==> src/rtl/fetch_sequencer.sv <==
// Instruction fetch sequencer: IDLE -> REQ -> ISSUE loop with one outstanding read.
// Define FETCH_TIMEOUT_EN to build the REQ-phase timeout counter and sticky fetch_err.
module fetch_sequencer #(
  parameter int PC_W      = 12,
  parameter int TO_CYCLES = 255
) (
  input  logic            clk,
  input  logic            reset,
  input  logic            eneable,
  output logic            mem_req,
  output logic [PC_W-1:0] mem_addr,
  input  logic            mem_ack,
  input  logic [7:0]      mem_data,
  output logic [3:0]      instr,
  output logic [3:0]      oprnd,
  output logic            instr_valid,
  input  logic            instr_ready,
  input  logic            load_pc,
  input  logic [PC_W-1:0] load_addr,
  output logic [PC_W-1:0] pc,
  output logic            fetch_err
);

  typedef enum logic [1:0] {IDLE, REQ, ISSUE} state_t;
  state_t state;

`ifdef FETCH_TIMEOUT_EN
  localparam logic [7:0] TO_LAST = 8'(TO_CYCLES - 1);
  logic [7:0] to_cnt;
`endif

  // pc only moves on an ack or a taken jump, so it is the fetch address directly
  assign mem_addr = pc;

  always_ff @(posedge clk) begin
    if (reset) begin
      state       <= IDLE;
      pc          <= '0;
      instr       <= '0;
      oprnd       <= '0;
      mem_req     <= 1'b0;
      instr_valid <= 1'b0;
`ifdef FETCH_TIMEOUT_EN
      fetch_err   <= 1'b0;
      to_cnt      <= '0;
`endif
    end else if (eneable) begin
      case (state)
        IDLE: begin
          state   <= REQ;
          mem_req <= 1'b1;
`ifdef FETCH_TIMEOUT_EN
          to_cnt  <= '0;
`endif
        end
        REQ: begin
          if (mem_ack) begin
            instr       <= mem_data[7:4];
            oprnd       <= mem_data[3:0];
            pc          <= pc + PC_W'(1);
            state       <= ISSUE;
            mem_req     <= 1'b0;
            instr_valid <= 1'b1;
`ifdef FETCH_TIMEOUT_EN
            to_cnt      <= '0;
          end else if (to_cnt == TO_LAST) begin
            // stay in REQ at the same pc: the request simply stays up as a retry
            fetch_err   <= 1'b1;
            to_cnt      <= '0;
          end else begin
            to_cnt      <= to_cnt + 8'd1;
`endif
          end
        end
        ISSUE: begin
          if (instr_ready) begin
            instr_valid <= 1'b0;
            mem_req     <= 1'b1;
            state       <= REQ;
`ifdef FETCH_TIMEOUT_EN
            to_cnt      <= '0;
`endif
            if (load_pc) pc <= load_addr;
          end
        end
        default: begin
          state       <= IDLE;
          mem_req     <= 1'b0;
          instr_valid <= 1'b0;
        end
      endcase
    end
  end

`ifndef FETCH_TIMEOUT_EN
  assign fetch_err = 1'b0;
`endif

endmodule
==> config.mk <==
export PLATFORM = sky130hd
export DESIGN_NAME = fetch_sequencer
export DESIGN_NICKNAME = d
export VERILOG_FILES = /design/src/rtl/fetch_sequencer.sv
export SDC_FILE = /design/constraint.sdc
export NUM_CORES = 1
export LEC_CHECK = 0
export CAP_MARGIN = 15
export CORE_ASPECT_RATIO = 0.7
export CORE_UTILIZATION = 45
export CTS_BUF_LIST = sky130_fd_sc_hd__clkbuf_16
export CTS_CLUSTER_SIZE = 24
export DETAILED_ROUTE_END_ITERATION = 8
export GPL_TIMING_DRIVEN = 0
export PLACE_DENSITY = 0.86
export SLEW_MARGIN = 15
export SYNTH_ARGS = -nofsm -noshare
export SYNTH_HDL_FRONTEND = slang
export SYNTH_SLANG_ARGS = --single-unit
export TNS_END_PERCENT = 1
==> constraint.sdc <==
create_clock -name clk -period 3.6 [get_ports clk]
set_input_delay 0.36 -clock clk [delete_from_list [all_inputs] [get_ports clk]]
set_output_delay 0.36 -clock clk [all_outputs]
set_load 0.02 [all_outputs]
; ---- Yosys cells after proc, flatten, opt, wreduce, memory -nomap -nowiden
; Cells that the tools add are included.
[totals]
reg_bits = 24
in_bits = 26
[classes]
addsub = 1
eq_ne = 5
muxes = 13
bitwise_logic = 1
reduce_logical = 6
[op_table]
columns = operator, n
row1 = 2-to-1 mux 12 bit, 3
row2 = case mux 12 bit (2 select lines), 1
row3 = "adder 12 x 1 -> 12 bit, second input constant", 1
row4 = "inequality test 2 bit, second input constant", 3
row5 = case mux 1 bit (3 select lines), 2
row6 = case mux 2 bit (3 select lines), 1
row7 = AND reduction 3 bit, 2
row8 = AND reduction 5 bit, 1
row9 = 2-to-1 mux 1 bit, 4
row10 = 2-to-1 mux 2 bit, 2
row11 = AND reduction 4 bit, 1
row12 = "== test 2 x 1 -> 1 bit, second input constant", 1
row13 = "== test 2 bit, second input constant", 1
row14 = logical NOT 2 bit, 1
row15 = nonzero test 2 bit, 1
row16 = NOT 1 bit, 1

; ---- Depth between registers and ports, before layout
; Gate-level depths: netlist of the first run.
[depth]
depth_word = 3
mapped_depth = 6

; ---- Worst setup path after synthesis of the first run
; OpenSTA, ideal clock, no wires.
[synth_path]
kind = reg-to-reg
from = register pc[0] (netlist: mem_addr[0])
to = register pc[8] (netlist: mem_addr[8])
t_arrival_ps = 1476
path_slack_ps = 2032
stages_incl_launch_ff = 6
n_path_buf = 0
path_cell_list = dfxtp_1 ha_1 and4_2 nand4_1 o31a_1 o32ai_1
[synth_between]
elab_chain_len = 3
[synth_lines]
columns = element, line
row1 = from (decl), 20  ; output logic [PC_W-1:0] pc,
row2 = from (signal assigned), 60  ; pc <= pc + PC_W'(1);
row3 = from (signal assigned), 83  ; if (load_pc) pc <= load_addr;
row4 = adder 12 x 1 -> 12 bit, 60
row5 = 2-to-1 mux 12 bit, 57  ; if (mem_ack) begin
row6 = case mux 12 bit (2 select lines), 48  ; case (state)
; Every way passes these cells. The select of a mux whose other input is x is not followed.
; A chain may end at the register's enable or synchronous reset.

; ---- Final worst setup path of the first run
[layout_path]
from = register pc[5] (netlist: mem_addr[5])
to = output port pc[5]
; No word-level cell between the ends.

==> results.yml, run 1 <==
floorplanning:
  ios: 61
  die_w_um: 67.8
  num_rows: 16
  initial_utilization_pct: 47.9
  coreArea_um2: 2840
  die-height_um: 48.0
  dieArea_um2: 3260
final_layout:
  insertedDiodeCount: 0
  finalNetCount: 260
  final_cell_mix: "58 x clkdlybuf4s50_1, 30 x nand2_1, 25 x a21oi_1, 23 x dfxtp_1, 13 x buf_4"
  fin_area_um2: 2070
  layout-drive-gt1-share_pct: 14.2
  final_common_cell: "clkdlybuf4s50_1"
  area_delta_synth_final_pct: 51.7
  fillers: 233
setup_path:
  end_kind: "output port"
  cp.arrival_ns: 1.48
  critical_path_class: "register to output port"
  rr_startpoint: "mem_addr[0]"
  reg2reg_to: "mem_addr[10]"
  crit_end: "pc[5]"
  startpoint: "mem_addr[5]"
  critical_path.max_stage_delay_ns: 0.59
  critPathRequiredTime_ns: 3.24
  rr_worst_depth: 5
  crit_fanout: 9
  worst_path_max_delay_cell: "clkdlybuf4s50_1"
  critPathLaunchType: "register"
  path_cells: "buf_4, clkdlybuf4s50_1"
  rrSetupSlack_ns: 2.01
sta:
  finalSetupViolCount: 0
  hold_violations: 0
  fmax_ghz: 0.545
  setup_tns_ns: 0
  worst_slack_ns: 1.76
  finalCritPeriodShare_pct: 51.0
  period_minus_slack_ns: 1.84
  worst_pin_slew_ns: 0.554
  slew_violations: 0
  fin_worst_skew_ns: 0.00108
  rsz0062_at_grt: "false"
  relSlewSlack_pct: 63.1
grt:
  grt_usage_pct: 20.4
  antenna_found_initial: 0
  first_global_vias: 1048
  grt_pass1_wl_mm: 4.90
  grt_max_degree: 13
  gr-total-overflow: 0
cts:
  clkLatencyLatePin_ns: 0.25
  clock_sinks: 23
  hold_buffers: 0
  post_cts_resized: 0
  clk_pin_slew_worst_paths_ns: 0.06
  cts_made_buffers: 3
  ctsHtreeMaxLevel: 1
  root_buffer: "clkbuf_16"
  cts_buffer_depth: 2
  post_cts_buffers: 0
  cts_tree: "yes"
routing:
  drc: 0
  postRouteAntennaNets: 0
  dr.pass1.iters: 4
  drt_iter0_drc: 96
  vias: 1371
  routed_wl_mm: 3.32
  routedWlPerCell_um: 12.4
  vias_per_cell: 5.12
place:
  postPlaceCellArea_um2: 1990
  gp_congestion: 0.812
  post-place-ws_ns: 1.65
  post-dp-hpwl_mm: 2.41
  numPortBuffers: 58
synthesis:
  yosysWarnings: 0
  seq_area_frac_synth_pct: 33.8
  post-synth-top-area-cell: "dfxtp_1"
  synth_nets: 197
  ys_seq_elements: 23
  avgSynthCellArea_um2: 8.02
  syn-cell-area_um2: 1360
  ys.flop_type: "dfxtp_1"
  synth_top_area_share_pct: 33.8
  synth_edf_count: 0
  syn_inst: 170
  synthTopCellsByArea: "dfxtp_1 34%, a21oi_1 9.2%, nand2_1 8.3%, buf_4 7.2%, o21ai_0 3.7%"
  synthArstFlopShare_pct: 0
  synth_cell_types: 43
worst_hold_path:
  hold_depth: 2
  hp-class: "register to register"
  hold_path.startpoint: "oprnd[1]"
outcome:
  status: "finished clean"
pwr:
  powerDensity_nw_per_um2: 302
  ir_drop_v: 0.000223
  p_leak_nw: 0.744
run:
  maxCapViolCount: 0
[through the flow]
stage | total power, mW | std cells | hold slack (ns) | util, %
2_1_floorplan | 0.336 | 170 | 0.494 | -
4_1_cts | 0.630 | 268 | 0.455 | 72.7
5_1_grt | 0.649 | 268 | 0.475 | 72.7
6_report | 0.625 | 268 | 0.451 | 72.7
3_5_place_dp | 0.393 | 264 | 0.449 | 69.9
3_3_place_gp | 0.392 | 264 | 0.442 | 69.9
[power breakdown]
group	switching [mW]	internal (mW)	total, mW
combinational	0.0524	0.0652	0.118
clock	0.0885	0.148	0.237
sequential	0.00794	0.263	0.271
[registers in the layout, indices dropped and copies added, names as in the netlist]
| name | count |
|---|---|
| instr | 4 |
| mem_req | 1 |
| state | 1 |
| mem_addr | 12 |
| oprnd | 4 |
| instr_valid | 1 |
[synthesized netlist by cell type (3+ instances only)]
| master | n |
|---|---|
| a21o_1 | 3 |
| a21oi_1 | 25 |
| and2_1 | 3 |
| buf_4 | 13 |
| buf_6 | 4 |
| dfxtp_1 | 23 |
| inv_1 | 3 |
| nand2_1 | 30 |
| nand2b_1 | 5 |
| nand3_1 | 4 |
| nand4b_1 | 3 |
| nor2_1 | 7 |
| o21ai_0 | 10 |
[area by class of cell]
type / count / area, um^2 / area share (%)
buffer: 23 / 179 / 8.66
timing repair buffer: 58 / 581 / 28.1
clock buffer: 3 / 75.1 / 3.63
multi-input combinational: 121 / 712 / 34.4
inverter: 3 / 11.3 / 0.545
sequential: 23 / 460 / 22.3
clock inverter: 1 / 3.75 / 0.182
tap: 36 / 45.0 / 2.18
[worst max-delay path, delay by kind of cell (launching register included)]
kind / cells / cell delay (ns)
flops: 1 / 0.47
buf+inv: 2 / 0.75
[layer usage]
metal	wire, um	global-route usage [%]
met1	1620	29.0
met2	1460	31.9
met3	222	5.48
met4	19	2.50
met5	0	0
[cell families (layout without fill, tap and decap cells)]
family / Yosys count / after routing / synth area share (%)
compound gates: 50 / 50 / 22.7
simple gates: 68 / 68 / 27.6
buf+inv: 26 / 88 / 14.0
fa+ha+maj: 1 / 1 / 0.918
mux: 1 / 1 / 0.735
flops: 23 / 23 / 33.8
other cells: 1 / 1 / 0.275
[how the worst min path moves through the flow]
stage                     to  slack (ns)
detailed placement  oprnd[1]        0.45
finish              oprnd[1]        0.45
global route        oprnd[1]        0.48
CTS                 instr[2]        0.46
floorplan           instr[0]        0.49
global placement    instr[1]        0.44
No activity file was read; power rests on OpenSTA's default activity.
==> inputs of run 2 (changes only) <==
--- a/config.mk
+++ b/config.mk
@@ -7,12 +7,12 @@
 export LEC_CHECK = 0
 export CAP_MARGIN = 15
 export CORE_ASPECT_RATIO = 0.7
-export CORE_UTILIZATION = 45
+export CORE_UTILIZATION = 41
 export CTS_BUF_LIST = sky130_fd_sc_hd__clkbuf_16
 export CTS_CLUSTER_SIZE = 24
 export DETAILED_ROUTE_END_ITERATION = 8
 export GPL_TIMING_DRIVEN = 0
-export PLACE_DENSITY = 0.86
+export PLACE_DENSITY = 0.79
 export SLEW_MARGIN = 15
 export SYNTH_ARGS = -nofsm -noshare
 export SYNTH_HDL_FRONTEND = slang
==> constraint.sdc (replaced) <==
create_clock -name clk -period 1.7 [get_ports clk]
set_input_delay 0.17 -clock clk [delete_from_list [all_inputs] [get_ports clk]]
set_output_delay 0.17 -clock clk [all_outputs]
set_load 0.02 [all_outputs]
==> run 2 against run 1 <==
  * Via count grew 1.8%
  * Critical endpoint unchanged
  * Register-to-register slack got worse by 1.9 ns
  * The run now ends with DRC left
  * Cell area up 0.18%
  * Sequential share of layout area about the same
  * Worst setup slack worse by 1.7 ns
  * First-iteration DRC count is 46% higher
  * Final cell count grew 0.75%
  * Critical path type unchanged
==> results.yml, run 2 (synthesis gave the netlist of run 1 again) <==
floorplanning:
  num_rows: 17
  die-height_um: 50.2
  coreArea_um2: 3150
  die_w_um: 70.9
  initial_utilization_pct: 43.3
  ios: 61
  dieArea_um2: 3560
setup_path:
  critPathLaunchType: "register"
  crit_fanout: 9
  end_kind: "output port"
  critical_path_class: "register to output port"
  rr_worst_depth: 4
  cp.arrival_ns: 1.48
  critPathRequiredTime_ns: 1.53
place:
  post-place-ws_ns: -0.0662
  post-dp-hpwl_mm: 2.50
  gp_congestion: 0.814
  numPortBuffers: 58
sta:
  rsz0062_at_grt: "false"
  fin_worst_skew_ns: 0.00220
  worst_pin_slew_ns: 0.535
  worst_slack_ns: 0.0474
  setup_tns_ns: 0
  relSlewSlack_pct: 64.3
  finalSetupViolCount: 0
  fmax_ghz: 0.605
  hold_violations: 0
  period_minus_slack_ns: 1.65
  slew_violations: 0
  finalCritPeriodShare_pct: 97.2
routing:
  drt_iter0_drc: 140
  routedWlPerCell_um: 12.8
  postRouteAntennaNets: 0
  dr.pass1.iters: 8
  vias: 1396
  drc: 2
  routed_wl_mm: 3.45
  vias_per_cell: 5.17
grt:
  first_global_vias: 1168
  antenna_found_initial: 0
  grt_max_degree: 13
  grt_pass1_wl_mm: 5.53
  grt_usage_pct: 19.8
  gr-total-overflow: 0
final_layout:
  finalNetCount: 260
  area_delta_synth_final_pct: 52.0
  largest_reg_flops: 12
  layout-drive-gt1-share_pct: 14.7
  final_common_cell: "clkdlybuf4s50_1"
  insertedDiodeCount: 0
  final_core_util_pct: 65.8
  fillers: 289
  final_cell_mix: "58 x clkdlybuf4s50_1, 30 x nand2_1, 25 x a21oi_1, 22 x dfxtp_1, 13 x buf_4"
cts:
  clk_pin_slew_worst_paths_ns: 0.06
  clock_sinks: 23
  ctsHtreeMaxLevel: 1
  root_buffer: "clkbuf_16"
  cts_buffer_depth: 2
  cts_made_buffers: 3
  clkLatencyLatePin_ns: 0.26
  cts_tree: "yes"
  hold_buffers: 0
worst_hold_path:
  hold_depth: 2
  hp-class: "register to register"
outcome:
  status: "finished with violations"
  violations: "DRC"
pwr:
  powerDensity_nw_per_um2: 640
  ir_drop_v: 0.000370
  p_leak_nw: 0.744
run:
  maxCapViolCount: 0
run 2: area by class of cell:
| cell class | instances | area (um^2) | area share [%] |
|---|---|---|---|
| multi-input cells | 121 | 712 | 34.4 |
| repair buffers | 58 | 581 | 28.0 |
| flip-flops and latches | 23 | 462 | 22.3 |
| plain buffers | 23 | 179 | 8.64 |
| clock buffers | 3 | 75.1 | 3.63 |
| well taps | 38 | 47.5 | 2.30 |
| inverters | 3 | 11.3 | 0.544 |
| clock inverters | 1 | 3.75 | 0.181 |
run 2: routing by layer:
metal | GRT usage, % | vias up | part of all wire [%]
li1 | - | 710 | -
met1 | 28.3 | 620 | 51
met2 | 29.8 | 63 | 43
met3 | 4.82 | 3 | 5.7
met4 | 5.33 | 0 | 0.55
met5 | 0 | - | 0
run 2: worst max-delay path: stages, from the launching register on:
cell,delay [ns]
dfxtp_1,0.48
buf_4,0.16
clkdlybuf4s50_1,0.58
run 2: final timing paths:
path	startpoint	to	slack (ns)
setup reg to reg	mem_addr[2]	mem_addr[11]	0.12
setup / recovery	mem_addr[5]	pc[5]	0.05
hold reg to reg	oprnd[1]	oprnd[1]	0.45
hold / removal	oprnd[1]	oprnd[1]	0.45
run 2: through the flow:
| stage | power (mW) | instances | hold WS [ns] | instance area (um^2) |
|---|---|---|---|---|
| after global placement | 0.833 | 266 | 0.442 | 1990 |
| final | 1.32 | 270 | 0.453 | 2070 |
| after detailed placement | 0.835 | 266 | 0.446 | 1990 |
| after CTS | 1.34 | 270 | 0.454 | 2070 |
| after floorplan | 0.712 | 170 | 0.304 | 1360 |
| after global routing | 1.38 | 270 | 0.467 | 2070 |
run 2: timing repair:
action / in CTS / in global routing
resized for setup: 0 / 1
buffers inserted: 0 / 0
endpoints found under the setup margin: 0 / 2
run 2: power by group:
group          switching, mW  total (mW)  internal, mW
sequential            0.0183       0.575         0.557
clock                  0.186       0.500         0.314
combinational          0.111       0.249         0.138
